--- src/rtl/gray_to_binary_seq_pkg.sv ---
// Shared types and constants for the sequential Gray-to-binary decoder
// and its seven-segment display stage.
package gray_pkg;

  typedef enum logic [1:0] {
    IDLE   = 2'd0,
    DECODE = 2'd1,
    DONE   = 2'd2
  } state_t;

  localparam int SEG_W = 7;

  // Active-low segment patterns, bit order {g,f,e,d,c,b,a}, indexed by hex digit.
  localparam logic [SEG_W-1:0] SEG_HEX [16] = '{
    7'b1000000,  // 0
    7'b1111001,  // 1
    7'b0100100,  // 2
    7'b0110000,  // 3
    7'b0011001,  // 4
    7'b0010010,  // 5
    7'b0000010,  // 6
    7'b1111000,  // 7
    7'b0000000,  // 8
    7'b0010000,  // 9
    7'b0001000,  // A
    7'b0000011,  // b
    7'b1000110,  // C
    7'b0100001,  // d
    7'b0000110,  // E
    7'b0001110   // F
  };

endpackage

--- src/rtl/gray_to_binary_seq_if.sv ---
// Request/result bundle between the switch/Gray input path and the decoder.
// The master side issues start/gray_in; the slave side returns the result.
interface gray_to_binary_seq_if #(
  parameter int WIDTH = 4
) ();

  logic             start;
  logic [WIDTH-1:0] gray_in;
  logic             ready;
  logic             done;
  logic [WIDTH-1:0] binary_out;
  logic [6:0]       seg_out;

  modport master (
    output start, gray_in,
    input  ready, done, binary_out, seg_out
  );

  modport slave (
    input  start, gray_in,
    output ready, done, binary_out, seg_out
  );

endinterface

--- src/rtl/gray_to_binary_seq_hex_to_7seg.sv ---
// Combinational hex digit to active-low seven-segment lookup.
module hex_to_7seg
  import gray_pkg::*;
(
  input  logic [3:0]       nibble_i,
  output logic [SEG_W-1:0] seg_o
);

  assign seg_o = SEG_HEX[nibble_i];

endmodule

--- src/rtl/gray_to_binary_seq.sv ---
// Sequential Gray-to-binary decoder: latches a Gray word on start/ready,
// resolves it MSB-first one bit per clock, then publishes result and done.
module gray_to_binary_seq
  import gray_pkg::*;
#(
  parameter int WIDTH = 4
) (
  input  logic                  clk,
  input  logic                  rst,
  gray_to_binary_seq_if.slave   bus
);

  localparam int IDX_W = $clog2(WIDTH);

  state_t           state_q, state_d;
  logic [WIDTH-1:0] gray_q, gray_d;
  logic [WIDTH-1:0] bin_q, bin_d;
  logic [WIDTH-1:0] bout_q, bout_d;
  logic [IDX_W-1:0] idx_q, idx_d;

  logic [WIDTH-1:0] bin_shift;
  logic [WIDTH-1:0] decode_word;
  logic             accept;
  logic             last_bit;

  assign accept   = (state_q == IDLE) && bus.start;
  assign last_bit = (idx_q == '0);

  // ---------------------------------------------------------------- FSM
  // NOTE: sequential state uses non-blocking assignments so every flop
  // samples the pre-edge values of its neighbours.
  always_ff @(posedge clk or posedge rst) begin
    if (rst) state_q <= IDLE;
    else     state_q <= state_d;
  end

  // NOTE: every combinational output gets a default before the case so no
  // path leaves it unassigned, which would otherwise infer a latch.
  always_comb begin
    state_d = state_q;
    case (state_q)
      IDLE:    if (bus.start) state_d = DECODE;
      DECODE:  if (last_bit)  state_d = DONE;
      DONE:    state_d = IDLE;
      default: state_d = IDLE;
    endcase
  end

  always_comb begin
    bus.ready = (state_q == IDLE);
    bus.done  = (state_q == DONE);
  end

  // ----------------------------------------------------------- datapath
  // Bit idx resolves as the XOR of the already-resolved bit above it and
  // the Gray bit at idx; the shifted copy supplies bin_q[idx+1].
  always_comb begin
    bin_shift   = bin_q >> 1;
    decode_word = bin_q;
    decode_word[idx_q] = bin_shift[idx_q] ^ gray_q[idx_q];
  end

  always_comb begin
    gray_d = gray_q;
    bin_d  = bin_q;
    bout_d = bout_q;
    idx_d  = idx_q;
    case (state_q)
      IDLE: begin
        if (accept) begin
          gray_d             = bus.gray_in;
          bin_d              = '0;
          bin_d[WIDTH-1]     = bus.gray_in[WIDTH-1];
          idx_d              = IDX_W'(WIDTH - 2);
        end
      end
      DECODE: begin
        bin_d = decode_word;
        if (last_bit) bout_d = decode_word;
        else          idx_d  = idx_q - 1'b1;
      end
      default: ;
    endcase
  end

  always_ff @(posedge clk or posedge rst) begin
    if (rst) begin
      gray_q <= '0;
      bin_q  <= '0;
      bout_q <= '0;
      idx_q  <= '0;
    end else begin
      gray_q <= gray_d;
      bin_q  <= bin_d;
      bout_q <= bout_d;
      idx_q  <= idx_d;
    end
  end

  // ------------------------------------------------------------ outputs
  logic [3:0] nibble;

  assign nibble         = 4'(bout_q);
  assign bus.binary_out = bout_q;

  hex_to_7seg u_hex_to_7seg (
    .nibble_i (nibble),
    .seg_o    (bus.seg_out)
  );

endmodule

--- src/flat_wrapper.sv ---
// flat-port wrapper written by rule: the top's interface ports become plain ports
module gray_to_binary_seq_flat import gray_pkg::*;
#(
  parameter int WIDTH = 4
)
  (clk, rst, bus_start, bus_gray_in, bus_ready, bus_done, bus_binary_out, bus_seg_out);
  gray_to_binary_seq_if #(.WIDTH(WIDTH)) bus_i ();
  input  logic clk;
  input  logic rst;
  input wire logic [$bits(bus_i.start)-1:0] bus_start;
  input wire logic [$bits(bus_i.gray_in)-1:0] bus_gray_in;
  output wire logic [$bits(bus_i.ready)-1:0] bus_ready;
  output wire logic [$bits(bus_i.done)-1:0] bus_done;
  output wire logic [$bits(bus_i.binary_out)-1:0] bus_binary_out;
  output wire logic [$bits(bus_i.seg_out)-1:0] bus_seg_out;
  assign bus_i.start = bus_start;
  assign bus_i.gray_in = bus_gray_in;
  assign bus_ready = bus_i.ready;
  assign bus_done = bus_i.done;
  assign bus_binary_out = bus_i.binary_out;
  assign bus_seg_out = bus_i.seg_out;
  gray_to_binary_seq #(.WIDTH(WIDTH)) u_core (.clk(clk), .rst(rst), .bus(bus_i));
endmodule
--- config.mk ---
export PLATFORM = sky130hd
export DESIGN_NAME = gray_to_binary_seq_flat
export DESIGN_NICKNAME = d
export VERILOG_FILES = /design/src/rtl/gray_to_binary_seq_pkg.sv /design/src/rtl/gray_to_binary_seq_if.sv /design/src/rtl/gray_to_binary_seq_hex_to_7seg.sv /design/src/rtl/gray_to_binary_seq.sv /design/src/flat_wrapper.sv
export SDC_FILE = /design/constraint.sdc
export NUM_CORES = 1
export LEC_CHECK = 0
export CORE_ASPECT_RATIO = 1.1
export CORE_UTILIZATION = 45
export CTS_BUF_LIST = sky130_fd_sc_hd__clkbuf_2
export DETAILED_ROUTE_END_ITERATION = 10
export DONT_BUFFER_PORTS = 1
export GPL_TIMING_DRIVEN = 1
export PLACE_DENSITY_LB_ADDON = 0.15
export SYNTH_ARGS = -nofsm -noshare
export SYNTH_HDL_FRONTEND = slang
export SYNTH_SLANG_ARGS = --single-unit
--- constraint.sdc ---
create_clock -name clk -period 2.6 [get_ports clk]
set_input_delay 0.13 -clock clk [delete_from_list [all_inputs] [get_ports clk]]
set_output_delay 0.13 -clock clk [all_outputs]
set_load 0.01 [all_outputs]
==> results.sh <==
export IMPL_globalRouteMet3Util_pct=2.01
export IMPL_fill_cells=226
export IMPL_cap_violations=0
export IMPL_avgSynthCellArea_sq_um=8.55
export IMPL_cts_setup_buffers=0
export IMPL_antenna_left=0
export IMPL_synth_most_common_cell="nand2_1"
export IMPL_vdd_drop_max_v=0.000613
export IMPL_antenna_cells=0
export IMPL_clk_latency_ns=0.30
export IMPL_clock_path_buffers=2
export IMPL_hold_viol=0
export IMPL_synth_cells=126
export IMPL_viasPerCell=5.41
export IMPL_grt_pass1_vias=773
export IMPL_crit_path_end_kind="primary output"
export IMPL_final_min_clock_period_ns=1.94
export IMPL_ys_warn_count=0
export IMPL_grt_first_pass_wirelength_um=3310
export IMPL_critPathKind="flip-flop to primary output"
export IMPL_place_congestion=0.809
export IMPL_clkTransAtPathRegs_ns=0.16
export IMPL_status="completed"
export IMPL_dp_cells=151
export IMPL_design_area_sq_um=1150
export IMPL_area_growth_pct=6.62
export IMPL_wl_um=2110
export IMPL_power_density_nw_per_um2=1260
export IMPL_ys_dominant_reg_cell="dfrtp_1"
export IMPL_synth_nets=144
export IMPL_power_leakage_uw=0.000505
export IMPL_cts_repair_resized=0
export IMPL_grt_use_total_pct=17.3
export IMPL_root_buffer="clkbuf_2"
export IMPL_grt_setup_unrepaired="false"
export IMPL_synth_edff_count=0
export IMPL_portBuffers=0
export IMPL_cts_sinks=15
export IMPL_htreeDepth=1
export IMPL_syn_area_sq_um=1080
export IMPL_ys_top_cells_by_count="nand2_1, dfrtp_1, ha_1"
export IMPL_die_w_um=48.7
export IMPL_core_sq_um=2250
export IMPL_synthDistinctLibCells=29
export IMPL_finClkSkew_ns=0.00257
export IMPL_regArea_sq_um=375
export IMPL_fin_tns_setup_ns=0
export IMPL_fp_dieArea_sq_um=2590
export IMPL_async_reset_ff_share_pct=100
export IMPL_busiest_layer="met2"
export IMPL_wl_per_cell_um=13.2
export IMPL_post_dp_cell_area_sq_um=1080
export IMPL_grt_antenna_before_repair=0
export IMPL_die_y_um=53.3
export IMPL_yosys_top_cells_area="dfrtp_1, ha_1, nand2_1, o21ai_0, nor2b_1"
export IMPL_vias=865
export IMPL_synth_area_leader_cell="dfrtp_1"
export IMPL_ios=20
export IMPL_relSlewSlack_pct=62.0
export IMPL_grt_max_degree=17
export IMPL_grt_use_met2_pct=35.0
export IMPL_worstPathRequired_ns=2.47
export IMPL_grt_overflow=0
export IMPL_dp_hpwl_um=1570
export IMPL_tritoncts="yes"
export IMPL_r2r_slack_ns=0.92
export IMPL_fmax_ghz=0.515
export IMPL_placementRows=18
export IMPL_layout_drive_gt1_share_pct=6.92
export IMPL_holdWs_ns=0.0887
export IMPL_floorplan_initialDensity_pct=47.8
export IMPL_first_pass_iters=4
export IMPL_crit_fanout=8
export IMPL_first_iter_violations=18
export IMPL_grt_use_met1_pct=17.7
export IMPL_cts_buffers=3
export IMPL_final_nets=149
export IMPL_setup_violations=0
export IMPL_min_path_type="input pin to flip-flop"
export IMPL_cts_hold_buf=5
export IMPL_drcViolationCount=0
export IMPL_tightestPinTransition_ns=0.570
export IMPL_synth_top_area_share_pct=34.8
export IMPL_startpoint_type="flip-flop"
export IMPL_report_final_slew_viol_count=0
export IMPL_arrival_ns=1.81
export IMPL_fin_crit_sh_pct=74.6
export IMPL_final_cells=160
export IMPL_multi_input_area_sq_um=639
export IMPL_seq_area_frac_synth_pct=34.8
export IMPL_ys_seq_elements=15
## worst paths after layout
| path | startpoint | endpoint | cells past startpoint |
|---|---|---|---|
| min in group asynchronous | rst | u_core.gray_q[0]$_DFFE_PP0P_ | 2 |
| hold reg to reg | u_core.gray_q[1]$_DFFE_PP0P_ | u_core.gray_q[1]$_DFFE_PP0P_ | 2 |
| setup reg to reg | u_core.idx_q[0]$_DFFE_PP0P_ | u_core.bus.binary_out[2]$_DFFE_PP0P_ | 6 |
| hold / removal | bus_start | u_core.bin_q[3]$_DFFE_PP0P_ | 2 |
| setup / recovery | u_core.bus.binary_out[0]$_DFFE_PP0P_ | bus_seg_out[3] | 5 |
| max in group asynchronous | rst | u_core.state_q[0]$_DFFE_PP0P_ | 2 |
## where the power goes
group | switching [uW] | internal (uW)
Sequential | 190 | 338
Combinational | 471 | 326
Clock | 82.5 | 34.8
## placed cells by master, fill, tap and decap left out, drive strengths merged, types with 2 or more instances in the layout
| master | synthesis | final |
|---|---|---|
| a31oi | 3 | 3 |
| dlygate4sd3 | 0 | 5 |
| nor2b | 7 | 7 |
| xnor2 | 3 | 3 |
| nor2 | 8 | 8 |
| nor3b | 5 | 5 |
| nand2b | 2 | 2 |
| inv | 7 | 7 |
| a21oi | 8 | 8 |
| dfrtp | 15 | 15 |
| o21ai | 16 | 16 |
| nand2 | 26 | 26 |
| ha | 11 | 11 |
| clkbuf | 1 | 3 |
## through the flow
| stage | utilization, % | total power, uW | worst slack (ns) |
|---|---|---|---|
| 2_1_floorplan | - | 1200 | 1.15 |
| 3_3_place_gp | 47.9 | 1310 | 1.01 |
| 3_5_place_dp | 47.9 | 1320 | 0.974 |
| 4_1_cts | 51.0 | 1460 | 0.646 |
| 5_1_grt | 51.0 | 1570 | 0.536 |
| 6_report | 51.0 | 1440 | 0.660 |
## cell type report
type,instances,share of cell area [%]
clock buffer,3,1.31
clock inverter,1,0.436
inverter,7,2.29
multi-input combinational,99,55.7
sequential,15,32.7
tap,30,3.27
timing repair buffer,5,4.36
## critical path: stages, from the launching register on
cell and delay [ns]:
dfrtp_1 0.57, inv_1 0.16, ha_1 0.34, nor2b_1 0.12, nor3_1 0.05, a31oi_1 0.27
## state kept, by name (all words and copies together), names as in the netlist
register	cells
u_core.bin_q	3
u_core.bus.binary_out	4
u_core.gray_q	4
u_core.idx_q	2
u_core.state_q	2
## metal layers
| layer | part of all wire, % | vias up | wire length (um) |
|---|---|---|---|
| met5 | 0 | - | 0 |
| li1 | - | 431 | - |
| met4 | 1.7 | 0 | 35 |
| met2 | 53 | 21 | 1130 |
| met1 | 42 | 408 | 883 |
| met3 | 3.0 | 5 | 63 |
## kinds of logic (layout without fill, tap and decap cells)
| logic type | Yosys count | after routing | synth area share (%) |
|---|---|---|---|
| AO/OA/AOI/OAI | 31 | 31 | 19.3 |
| AND/OR/NAND/NOR | 53 | 53 | 23.9 |
| buffers and inverters | 12 | 16 | 5.81 |
| flip-flops | 15 | 15 | 34.8 |
| adder cells (fa/ha/maj) | 11 | 11 | 12.8 |
| XOR/XNOR | 3 | 3 | 2.44 |
| multiplexers | 1 | 1 | 0.929 |
(Power assumes the default switching activity.)
